<file path="config.mk">
export PLATFORM = sky130hd
export DESIGN_NAME = piso_stream_flat
export DESIGN_NICKNAME = d
export VERILOG_FILES = /design/src/rtl/piso_stream_if.sv /design/src/rtl/piso_stream.sv /design/src/flat_wrapper.sv
export SDC_FILE = /design/constraint.sdc
export NUM_CORES = 1
export LEC_CHECK = 0
export BUFFER_PORTS_ARGS = -buffer_cell sky130_fd_sc_hd__buf_2
export CORE_MARGIN = 3
export CORE_UTILIZATION = 35
export CTS_BUF_LIST = sky130_fd_sc_hd__clkbuf_16
export DETAILED_ROUTE_END_ITERATION = 6
export PLACE_DENSITY = 0.57
export SLEW_MARGIN = 20
export SYNTH_ARGS = -nofsm -noshare
export SYNTH_HDL_FRONTEND = slang
export SYNTH_SLANG_ARGS = --single-unit
</file>
<file path="constraint.sdc">
create_clock -name clk -period 2.2 [get_ports clk]
set_input_delay 0.22 -clock clk [delete_from_list [all_inputs] [get_ports clk]]
set_output_delay 0.22 -clock clk [all_outputs]
set_load 0.005 [all_outputs]
</file>
<file path="src/rtl/piso_stream_if.sv">
// Load and serial-output bundle for piso_stream: master is the producer/consumer
// side, slave is the serialiser itself.
interface piso_stream_if #(
  parameter int WIDTH = 8
);
  logic             in_valid;
  logic             in_ready;
  logic [WIDTH-1:0] in_data;
  logic             msb_first;
  logic             hold;
  logic             out;
  logic             out_valid;
  logic             out_first;
  logic             out_last;

  modport master (
    output in_valid, in_data, msb_first, hold,
    input  in_ready, out, out_valid, out_first, out_last
  );

  modport slave (
    input  in_valid, in_data, msb_first, hold,
    output in_ready, out, out_valid, out_first, out_last
  );
endinterface

</file>
<file path="src/rtl/piso_stream.sv">
// Parallel-in/serial-out serialiser with valid/ready load, per-word bit order,
// hold stall and first/last framing. Define PISO_PARITY_EN to append an even parity bit.
module piso_stream #(
  parameter int WIDTH = 8,
  parameter int CNT_W = $clog2(WIDTH + 1)
) (
  input logic          clk,
  input logic          reset,
  piso_stream_if.slave bus
);

`ifdef PISO_PARITY_EN
  localparam int FRAME = WIDTH + 1;
`else
  localparam int FRAME = WIDTH;
`endif
  localparam logic [CNT_W-1:0] PRE_LAST = CNT_W'(FRAME - 2);
`ifdef PISO_PARITY_EN
  localparam logic [CNT_W-1:0] DATA_LAST = CNT_W'(WIDTH - 1);
`endif

  typedef enum logic [1:0] {
    IDLE   = 2'd0,
    SHIFT  = 2'd1,
    PARITY = 2'd2
  } state_t;

  state_t           state_q, state_d;
  logic [WIDTH-1:0] shreg_q, shreg_d;
  logic [CNT_W-1:0] cnt_q, cnt_d;
  logic             msb_q, msb_d;
  logic             out_q, out_d;
  logic             valid_q, valid_d;
  logic             first_q, first_d;
  logic             last_q, last_d;
`ifdef PISO_PARITY_EN
  logic             parity_q, parity_d;
`endif

  logic in_ready;
  logic accept;
  logic advance;

  always_ff @(posedge clk) begin
    if (reset) begin
      state_q  <= IDLE;
      shreg_q  <= '0;
      cnt_q    <= '0;
      msb_q    <= 1'b0;
      out_q    <= 1'b0;
      valid_q  <= 1'b0;
      first_q  <= 1'b0;
      last_q   <= 1'b0;
`ifdef PISO_PARITY_EN
      parity_q <= 1'b0;
`endif
    end else begin
      state_q  <= state_d;
      shreg_q  <= shreg_d;
      cnt_q    <= cnt_d;
      msb_q    <= msb_d;
      out_q    <= out_d;
      valid_q  <= valid_d;
      first_q  <= first_d;
      last_q   <= last_d;
`ifdef PISO_PARITY_EN
      parity_q <= parity_d;
`endif
    end
  end

  always_comb begin
    state_d = state_q;
    unique case (state_q)
      IDLE: begin
        if (accept) state_d = SHIFT;
      end
      SHIFT: begin
        if (advance) begin
          if (last_q) state_d = accept ? SHIFT : IDLE;
`ifdef PISO_PARITY_EN
          else if (cnt_q == DATA_LAST) state_d = PARITY;
`endif
        end
      end
`ifdef PISO_PARITY_EN
      PARITY: begin
        if (advance) state_d = accept ? SHIFT : IDLE;
      end
`endif
      default: state_d = IDLE;
    endcase
  end

  // The frame's last bit can hand over directly to the next word, so a load
  // may happen from any state; otherwise bits advance only when not held.
  always_comb begin
    in_ready = (state_q == IDLE) || (last_q && !bus.hold);
    accept   = bus.in_valid && in_ready && !reset;
    advance  = (state_q != IDLE) && !bus.hold;

    shreg_d  = shreg_q;
    cnt_d    = cnt_q;
    msb_d    = msb_q;
    out_d    = out_q;
    valid_d  = valid_q;
    first_d  = first_q;
    last_d   = last_q;
`ifdef PISO_PARITY_EN
    parity_d = parity_q;
`endif

    if (accept) begin
      msb_d    = bus.msb_first;
      shreg_d  = bus.msb_first ? (bus.in_data << 1) : (bus.in_data >> 1);
      out_d    = bus.msb_first ? bus.in_data[WIDTH-1] : bus.in_data[0];
      cnt_d    = '0;
      valid_d  = 1'b1;
      first_d  = 1'b1;
      last_d   = 1'b0;
`ifdef PISO_PARITY_EN
      parity_d = ^bus.in_data;
`endif
    end else if (advance) begin
      if (last_q) begin
        cnt_d   = '0;
        out_d   = 1'b0;
        valid_d = 1'b0;
        first_d = 1'b0;
        last_d  = 1'b0;
      end else begin
        cnt_d   = cnt_q + CNT_W'(1);
        first_d = 1'b0;
        last_d  = (cnt_q == PRE_LAST);
        out_d   = msb_q ? shreg_q[WIDTH-1] : shreg_q[0];
        shreg_d = msb_q ? (shreg_q << 1) : (shreg_q >> 1);
`ifdef PISO_PARITY_EN
        if (cnt_q == DATA_LAST) out_d = parity_q;
`endif
      end
    end
  end

  assign bus.in_ready  = in_ready;
  assign bus.out       = out_q;
  assign bus.out_valid = valid_q;
  assign bus.out_first = first_q;
  assign bus.out_last  = last_q;

endmodule

</file>
<file path="src/flat_wrapper.sv">
// flat-port wrapper written by rule: the top's interface ports become plain ports
module piso_stream_flat 
#(
  parameter int WIDTH = 8,
  parameter int CNT_W = $clog2(WIDTH + 1)
)
  (clk, reset, bus_in_valid, bus_in_data, bus_msb_first, bus_hold, bus_in_ready, bus_out, bus_out_valid, bus_out_first, bus_out_last);
  piso_stream_if #(.WIDTH(WIDTH)) bus_i ();
  input logic clk;
  input logic reset;
  input wire logic [$bits(bus_i.in_valid)-1:0] bus_in_valid;
  input wire logic [$bits(bus_i.in_data)-1:0] bus_in_data;
  input wire logic [$bits(bus_i.msb_first)-1:0] bus_msb_first;
  input wire logic [$bits(bus_i.hold)-1:0] bus_hold;
  output wire logic [$bits(bus_i.in_ready)-1:0] bus_in_ready;
  output wire logic [$bits(bus_i.out)-1:0] bus_out;
  output wire logic [$bits(bus_i.out_valid)-1:0] bus_out_valid;
  output wire logic [$bits(bus_i.out_first)-1:0] bus_out_first;
  output wire logic [$bits(bus_i.out_last)-1:0] bus_out_last;
  assign bus_i.in_valid = bus_in_valid;
  assign bus_i.in_data = bus_in_data;
  assign bus_i.msb_first = bus_msb_first;
  assign bus_i.hold = bus_hold;
  assign bus_in_ready = bus_i.in_ready;
  assign bus_out = bus_i.out;
  assign bus_out_valid = bus_i.out_valid;
  assign bus_out_first = bus_i.out_first;
  assign bus_out_last = bus_i.out_last;
  piso_stream #(.WIDTH(WIDTH), .CNT_W(CNT_W)) u_core (.clk(clk), .reset(reset), .bus(bus_i));
endmodule
</file>
==> flow_summary.json, run 1 <==
{
  "status": "finished clean",
  "post_cts_buffers": 0,
  "first_global_vias": 820,
  "via_per_inst": 5.342,
  "die_w_um": 58.64,
  "cts_buffer_depth": 2,
  "initial_utilization_pct": 38.10,
  "mostFrequentLayoutCells": "dfxtp_1, buf_2, a21oi_1, mux2i_1, nor2_1",
  "cp-start-kind": "register",
  "ys.warnings.count": 0,
  "grt_antenna_before_repair": 0,
  "dpl_cell_area_um2": 1055,
  "firstDrtPassIters": 4,
  "setup_ws_ns": 0.5716,
  "ys_seq_area_share_pct": 37.16,
  "core-area_um2": 2545,
  "final_nets": 144,
  "numCtsBuffers": 3,
  "grt_use_total_pct": 13.87,
  "vdd.ir_drop.worst_v": 0.0003972,
  "ant_nets": 0,
  "syn_inst": 113,
  "wl_per_cell_um": 13.58,
  "num_antenna_cells": 0,
  "rows": 18,
  "gr-total-overflow": 0,
  "cts_tree": "built",
  "fill_cells": 263,
  "skew_ns": 0.001493,
  "dp_hpwl_um": 1566,
  "cp_max_fo": 18,
  "synth.avg_cell_area_um2": 8.581,
  "mappedNetlistNets": 128,
  "dpl_worst_slack_ns": 0.5662,
  "final_cell_area_um2": 1134,
  "tightestPinTransition_ns": 0.5474,
  "ctsHoldBuffers": 0,
  "gp_congestion": 0.7857,
  "die_height_um": 58.64,
  "maxSlewHeadroom_pct": 63.50,
  "hold_class": "input port to register",
  "worstSetupPathType": "register to register",
  "rsz0062_at_grt": "false",
  "synth_top_area_share_pct": 37.16,
  "synth_top_cell_by_area": "dfxtp_1",
  "fmax_mhz": 614.1,
  "max_cap_viol_count": 0,
  "grt_max_degree": 19,
  "multi_input_area_um2": 549.3,
  "reg2reg_setup_slack_ns": 0.57,
  "layout-drive-gt1-share_pct": 18.75,
  "drt_iter0_drc": 10,
  "stdcell_count": 158,
  "synth_area_leaders": "dfxtp_1, mux2i_1, a211oi_1",
  "area_delta_synth_final_pct": 16.90,
  "drc": 0,
  "grt_pass1_wl_um": 3650,
  "cts.htree.levels": 1,
  "fin_crit_sh_pct": 74.02,
  "hold_viol": 0,
  "setup_tns_ns": 0,
  "min_period_ns": 1.628,
  "io_buffers": 17,
  "synth_cell_types": 27,
  "cts_resized": 0,
  "io_pins": 18,
  "crit_arrival_ns": 1.81,
  "slew_viol_final": 0,
  "ys_ff_latch": 18,
  "cp-end-kind": "register",
  "die_area_um2": 3438,
  "clock-sinks": 18,
  "path_clk_slew_ns": 0.05,
  "cts_root_buf": "clkbuf_16",
  "netlist_area_um2": 969.7,
  "wirelength_um": 2146,
  "final_common_cell": "dfxtp_1",
  "cp.required_ns": 2.38,
  "leakagePower_nw": 0.4403,
  "worstSkewPairLatency_ns": 0.25,
  "powerDensity_nw_per_um2": 733.2,
  "vias": 844,
  "setup_viol": 0,
  "placed_cells": 154,
  "regArea_um2": 360.3
}
## Yosys cell counts
cell	n
a211oi_1	10
a21o_1	3
a21oi_1	13
a31o_2	1
a31oi_1	2
buf_2	3
buf_6	2
clkbuf_1	2
dfxtp_1	18
ha_1	2
inv_1	4
mux2_2	1
mux2i_1	13
nand2_1	7
nand2b_1	3
nand3_1	2
nand3b_1	1
nor2_1	12
nor2b_1	1
nor3_1	1
nor3_2	1
nor3b_1	2
nor4_1	2
o21ai_0	4
o21ai_1	1
o22a_1	1
or3b_1	1
## final timing paths
| kind | depth (start not counted) | endpoint | startpoint |
|---|---|---|---|
| worst max-delay path | 4 | u_core.shreg_q[0]$_SDFFE_PP0P_ | u_core.state_q[0]$_SDFFE_PP0P_ |
| worst min-delay path | 3 | u_core.shreg_q[0]$_SDFFE_PP0P_ | bus_in_data[1] |
| worst min register to register | 2 | u_core.bus.out_valid$_SDFFE_PP0P_ | u_core.bus.out_valid$_SDFFE_PP0P_ |
| worst max register to register | 4 | u_core.shreg_q[0]$_SDFFE_PP0P_ | u_core.state_q[0]$_SDFFE_PP0P_ |
## cells by family after synthesis
family | after synthesis | synth area share, %
compound gates | 35 | 22.45
simple gates | 33 | 17.03
flops | 18 | 37.16
mux | 14 | 14.58
buf+inv | 11 | 6.193
fa+ha+maj | 2 | 2.580
## power by group
part | internal [mW] | leakage (nW) | switching [mW] | total (mW)
clock network | 0.242 | 0.0385 | 0.127 | 0.369
logic | 0.0472 | 0.254 | 0.0505 | 0.0977
registers | 0.345 | 0.148 | 0.0194 | 0.364
total | 0.634 | 0.440 | 0.197 | 0.831
## per-stage QoR
stage	util (%)	power [mW]	hold WS, ns
4_1_cts	44.54	0.8371	0.2359
3_3_place_gp	41.45	0.4679	0.4637
3_5_place_dp	41.45	0.4696	0.4709
5_1_grt	44.54	0.8712	0.2494
6_report	44.54	0.8311	0.2467
2_1_floorplan	-	0.4379	0.3374
## layer usage
metal | global-route usage, % | wire [µm] | up-vias
met5 | 0 | 0 | -
met4 | 6.796 | 30 | 0
met3 | 2.632 | 38 | 2
met2 | 22.33 | 1037 | 6
met1 | 17.74 | 1040 | 399
li1 | - | - | 437
## flip-flops by register name, summed over array words and instances (netlist names)
register / count
u_core.shreg_q: 8
u_core.cnt_q: 4
u_core.bus.out: 1
u_core.bus.out_first: 1
u_core.bus.out_last: 1
u_core.bus.out_valid: 1
u_core.msb_q: 1
u_core.state_q: 1
## layout make-up
| cell class | instances | area share [%] |
|---|---|---|
| clock buffers | 3 | 6.623 |
| repair buffers | 18 | 8.168 |
| clock inverters | 1 | 0.3311 |
| inverters | 4 | 1.325 |
| well taps | 30 | 3.311 |
| flip-flops and latches | 18 | 31.79 |
| multi-input cells | 84 | 48.45 |
## critical path, stage by stage (launching register included)
cell	delay, ns
dfxtp_1	0.46
or3b_1	0.63
nor3b_1	0.27
a31oi_1	0.06
o21ai_1	0.14
(Power assumes the default switching activity.)
==> run 2, diff against run 1 <==
Clock period 2.2 ns to 1.6 ns, I/O delays scaled along.
==> flow_summary.json, run 2 (synthesis gave the netlist of run 1 again) <==
{
  "vias": 847,
  "cp-end-kind": "register",
  "slew_viol_final": 0,
  "final_common_cell": "dfxtp_1",
  "max_cap_viol_count": 0,
  "worstSkewPairLatency_ns": 0.25,
  "die_area_um2": 3438,
  "hold_viol": 0,
  "grt_pass1_wl_um": 3581,
  "first_global_vias": 792,
  "grt_use_total_pct": 13.65,
  "setup_tns_ns": 0,
  "p_switching_uw": 262.5,
  "wl_per_cell_um": 13.17,
  "crit_arrival_ns": 1.43,
  "cts_buffer_depth": 2,
  "dp_hpwl_um": 1609,
  "endpoint": "u_core.shreg_q[4]$_SDFFE_PP0P_",
  "clkPwrFrac_pct": 43.7,
  "p_comb_share_pct": 13.1,
  "cp_slowest_stage_delay_ns": 0.49,
  "maxSlewHeadroom_pct": 74.02,
  "layout-drive-gt1-share_pct": 21.37,
  "regMostFlops": "u_core.shreg_q",
  "cts_root_buf": "clkbuf_16",
  "hold_depth": 3,
  "grt_max_degree": 19,
  "power.internal_uw": 876.8,
  "drc": 0,
  "via_per_inst": 5.261,
  "hold_ws_ns": 0.1771,
  "leakagePower_nw": 0.4573,
  "cpMostUsedCell": "a211oi_1",
  "fin_crit_sh_pct": 81.57,
  "dpl_worst_slack_ns": 0.1238,
  "timing.rr.start": "u_core.state_q[0]$_SDFFE_PP0P_",
  "die_height_um": 58.64,
  "skew_ns": 0.001123,
  "path_clk_slew_ns": 0.05,
  "worstSetupPathType": "register to register",
  "post_cts_buffers": 0,
  "largest_reg_flops": 8,
  "io_pins": 18,
  "cp_max_fo": 18,
  "min_period_ns": 1.305,
  "numCtsBuffers": 3,
  "grt_antenna_before_repair": 0,
  "wirelength_um": 2120,
  "ctsHoldBuffers": 0,
  "setup_ws_ns": 0.2949,
  "die_w_um": 58.64,
  "wl_met3_um": 44,
  "reg2reg_setup_slack_ns": 0.29,
  "cts_tree": "built",
  "mostFrequentLayoutCells": "dfxtp_1, buf_2, a21oi_1, mux2i_1, nor2_1",
  "cpMaxStageDelayCell": "or3b_4",
  "powerDensity_nw_per_um2": 983.4,
  "cp-start-kind": "register",
  "cts.htree.levels": 1,
  "num_antenna_cells": 0,
  "io_buffers": 17,
  "switching_share_pct": 23.04,
  "gp_congestion": 0.7895,
  "clock-sinks": 18,
  "crit_start": "u_core.state_q[0]$_SDFFE_PP0P_",
  "wl_met2_um": 1019,
  "setup_viol": 0,
  "core-area_um2": 2545,
  "vdd.ir_drop.worst_v": 0.0007738,
  "cp.required_ns": 1.73,
  "hold_class": "input port to register",
  "path_cells": "or3b_4, a211oi_1, a211oi_1",
  "initial_utilization_pct": 38.10,
  "top_layer": "met4",
  "area_delta_synth_final_pct": 19.48,
  "gr-total-overflow": 0,
  "reg2reg_depth": 3,
  "drt_iter0_drc": 13,
  "tightestPinTransition_ns": 0.3897,
  "rsz0062_at_grt": "false",
  "ant_nets": 0,
  "routedLengthMet1_um": 1039,
  "r2r-end": "u_core.shreg_q[4]$_SDFFE_PP0P_",
  "fmax_mhz": 766.2,
  "final_util_pct": 45.53,
  "reg_top3": "u_core.shreg_q (8), u_core.cnt_q (4)",
  "firstDrtPassIters": 4,
  "rows": 18,
  "p_seq_share_pct": 43.2,
  "status": "finished clean",
  "final_nets": 147
}
## run 2: worst min path at each step
stage                               from                             end
final                       bus_in_valid  u_core.state_q[0]$_SDFFE_PP0P_
after global placement    bus_in_data[1]  u_core.shreg_q[0]$_SDFFE_PP0P_
after CTS                   bus_in_valid  u_core.state_q[0]$_SDFFE_PP0P_
after floorplan             bus_in_valid  u_core.state_q[0]$_SDFFE_PP0P_
after global routing      bus_in_data[1]  u_core.shreg_q[0]$_SDFFE_PP0P_
after detailed placement    bus_in_valid  u_core.state_q[0]$_SDFFE_PP0P_
## run 2: area by class of cell
| cell class | instances | area [µm²] |
|---|---|---|
| tap | 30 | 37.54 |
| inverter | 4 | 15.01 |
| fill | 255 | 1386 |
| timing repair buffer | 21 | 115.1 |
| clock inverter | 1 | 3.754 |
| clock buffer | 3 | 75.07 |
| multi-input combinational | 84 | 551.8 |
| sequential | 18 | 360.3 |
## run 2: critical path, delay by kind of cell, from the launching register on
family           cells  cell delay, ns
AND/OR/NAND/NOR      1            0.49
AO/OA/AOI/OAI        2            0.38
flip-flops           1            0.32
## run 2: routing by layer
metal / track usage (%) / vias to the layer above
li1: - / 444
met1: 17.36 / 393
met2: 22.33 / 8
met3: 3.509 / 2
met4: 4.854 / 0
met5: 0 / -
## run 2: timing repair
| action | 4_1_cts | 5_1_grt |
|---|---|---|
| endpoints found under the hold margin | 0 | 0 |
| gates resized for setup | 0 | 1 |
| endpoints found under the setup margin | 0 | 3 |
## run 2: metrics by stage
| step | instance area [µm²] | power, mW | std cells |
|---|---|---|---|
| finish | 1159 | 1.139 | 161 |
| global route | 1159 | 1.198 | 161 |
| CTS | 1156 | 1.152 | 161 |
| detailed placement | 1077 | 0.6502 | 157 |
| global placement | 1077 | 0.6476 | 157 |
| floorplan | 969.7 | 0.6021 | 113 |
## run 2: power groups by stage
stage / Clock, mW / Combinational, mW / Sequential (mW)
6_report: 0.498 / 0.149 / 0.493
5_1_grt: 0.535 / 0.167 / 0.495
4_1_cts: 0.511 / 0.149 / 0.492
3_5_place_dp: 0 / 0.148 / 0.502
3_3_place_gp: 0 / 0.146 / 0.501
2_1_floorplan: 0 / 0.103 / 0.499
==> run 3, diff against run 2 <==
Clock period 1.6 ns to 1.3 ns, I/O delays scaled along.
==> flow_summary.json, run 3 (synthesis gave the netlist of run 1 again) <==
{
  "initial_utilization_pct": 38.10,
  "cp-start-kind": "register",
  "wl_met3_um": 167,
  "area_delta_synth_final_pct": 36.39,
  "cp_max_fo": 5,
  "gp_congestion": 0.7493,
  "first_global_vias": 903,
  "mostFrequentLayoutCells": "buf_2, dfxtp_1, mux2i_1, a21oi_1, buf_4",
  "regMostFlops": "u_core.shreg_q",
  "io_pins": 18,
  "worstSetupPathType": "register to register",
  "dpl_cell_area_um2": 1140,
  "status": "complete, but fails checks",
  "fin_crit_sh_pct": 100.7,
  "dp_hpwl_um": 1664,
  "vias": 938,
  "violations": "setup timing",
  "ant_nets": 0,
  "final_nets": 156,
  "io_buffers": 17,
  "cp.required_ns": 1.47,
  "stdcell_count": 170,
  "top_layer": "met4",
  "die_height_um": 58.64,
  "cts_root_buf": "clkbuf_16",
  "layout-drive-gt1-share_pct": 39.29,
  "worstSkewPairLatency_ns": 0.25,
  "max_cap_viol_count": 0,
  "num_antenna_cells": 0,
  "fill_cells": 239,
  "min_period_ns": 1.309,
  "vdd.ir_drop.worst_v": 0.0006040,
  "via_per_inst": 5.518,
  "grt_max_degree": 14,
  "largest_reg_flops": 8,
  "maxSlewHeadroom_pct": 83.19,
  "reg2reg_setup_slack_ns": -0.009,
  "grt_pass1_wl_um": 4271,
  "slew_viol_final": 0,
  "fmax_mhz": 763.9,
  "final_common_cell": "buf_2",
  "reg_top3": "u_core.shreg_q (8), u_core.cnt_q (4)",
  "rsz0062_at_grt": "true",
  "leakagePower_nw": 0.5214,
  "crit_arrival_ns": 1.48,
  "skew_ns": 0.001434,
  "rows": 18,
  "cts_tree": "built",
  "numCtsBuffers": 3,
  "placed_cells": 161,
  "tightestPinTransition_ns": 0.2452,
  "hold_class": "input port to register",
  "cts_buffer_depth": 2,
  "final_cell_area_um2": 1323,
  "path_clk_slew_ns": 0.05,
  "core-area_um2": 2545,
  "gr-total-overflow": 0,
  "hold_viol": 0,
  "firstDrtPassIters": 4,
  "powerDensity_nw_per_um2": 1118,
  "drc": 0,
  "wl_met2_um": 1225,
  "drt_iter0_drc": 39,
  "clock-sinks": 18,
  "die_w_um": 58.64,
  "routedLengthMet1_um": 1214,
  "setup_viol": 3,
  "die_area_um2": 3438,
  "wirelength_um": 2654,
  "grt_use_total_pct": 16.47,
  "setup_ws_ns": -0.009019,
  "grt_antenna_before_repair": 0,
  "ctsHoldBuffers": 0,
  "cp-end-kind": "register",
  "wl_per_cell_um": 15.61,
  "cts.htree.levels": 1
}
run 3: changes by cell type in the layout (fill, tap and decap cells not counted), moves of 2 or more:
cell and change:
buf_4 +5, a211oi_1 -8, a211oi_2 +8, nor2_2 +4, buf_6 +2, nor2_1 -4, dfxtp_1 -2
run 3: timing repair:
action                     4_1_cts  5_1_grt
pin swaps                        1        3
gates resized for setup          8       12
cloned                           2        1
setup endpoints to repair        6       10
setup buffers                    0        2
run 3: cell type report:
type | count | area (µm²) | area share [%]
Multi-Input combinational cell | 84 | 625.6 | 47.30
Inverter | 4 | 15.01 | 1.135
Clock buffer | 3 | 75.07 | 5.676
Tap cell | 30 | 37.54 | 2.838
Sequential cell | 18 | 365.4 | 27.63
Clock inverter | 1 | 3.754 | 0.2838
Timing Repair Buffer | 30 | 200.2 | 15.14
run 3: path summary, 6_finish.rpt:
| kind | from | end | depth (start not counted) |
|---|---|---|---|
| max | u_core.state_q[0]$_SDFFE_PP0P_ | u_core.shreg_q[4]$_SDFFE_PP0P_ | 5 |
| min | bus_in_valid | u_core.state_q[0]$_SDFFE_PP0P_ | 3 |
| max reg2reg | u_core.state_q[0]$_SDFFE_PP0P_ | u_core.shreg_q[4]$_SDFFE_PP0P_ | 5 |
| min reg2reg | u_core.bus.out_valid$_SDFFE_PP0P_ | u_core.bus.out_valid$_SDFFE_PP0P_ | 2 |
run 3: stage by stage:
| step | hold slack, ns | worst slack [ns] | setup TNS (ns) | power, mW | utilization, % |
|---|---|---|---|---|---|
| 2_1_floorplan | 0.2461 | -0.02226 | -0.06676 | 0.7476 | - |
| 3_3_place_gp | 0.3996 | -0.02563 | -0.05871 | 0.8177 | 44.79 |
| 3_5_place_dp | 0.4151 | -0.04233 | -0.1246 | 0.8225 | 44.79 |
| 4_1_cts | 0.1576 | -0.01133 | -0.02255 | 1.464 | 49.41 |
| 5_1_grt | 0.1896 | -0.08237 | -0.5488 | 1.543 | 51.97 |
| 6_report | 0.1510 | -0.009019 | -0.02037 | 1.479 | 51.97 |
run 3: worst max-delay path, cell delays in order (launching register included):
cell	delay (ns)
dfxtp_4	0.33
or3b_4	0.39
buf_6	0.15
nor2_2	0.14
a211oi_2	0.05
a211oi_1	0.16
run 3: power by group:
group	total, mW	switching, mW	internal [mW]
clock network	0.623	0.214	0.409
logic	0.247	0.125	0.121
registers	0.609	0.0258	0.584
total	1.48	0.365	1.11
run 3: per-layer routing:
layer | track usage, % | vias up
li1 | - | 463
met1 | 21.13 | 445
met2 | 24.88 | 24
met3 | 5.702 | 6
met4 | 7.443 | 0
met5 | 0 | -
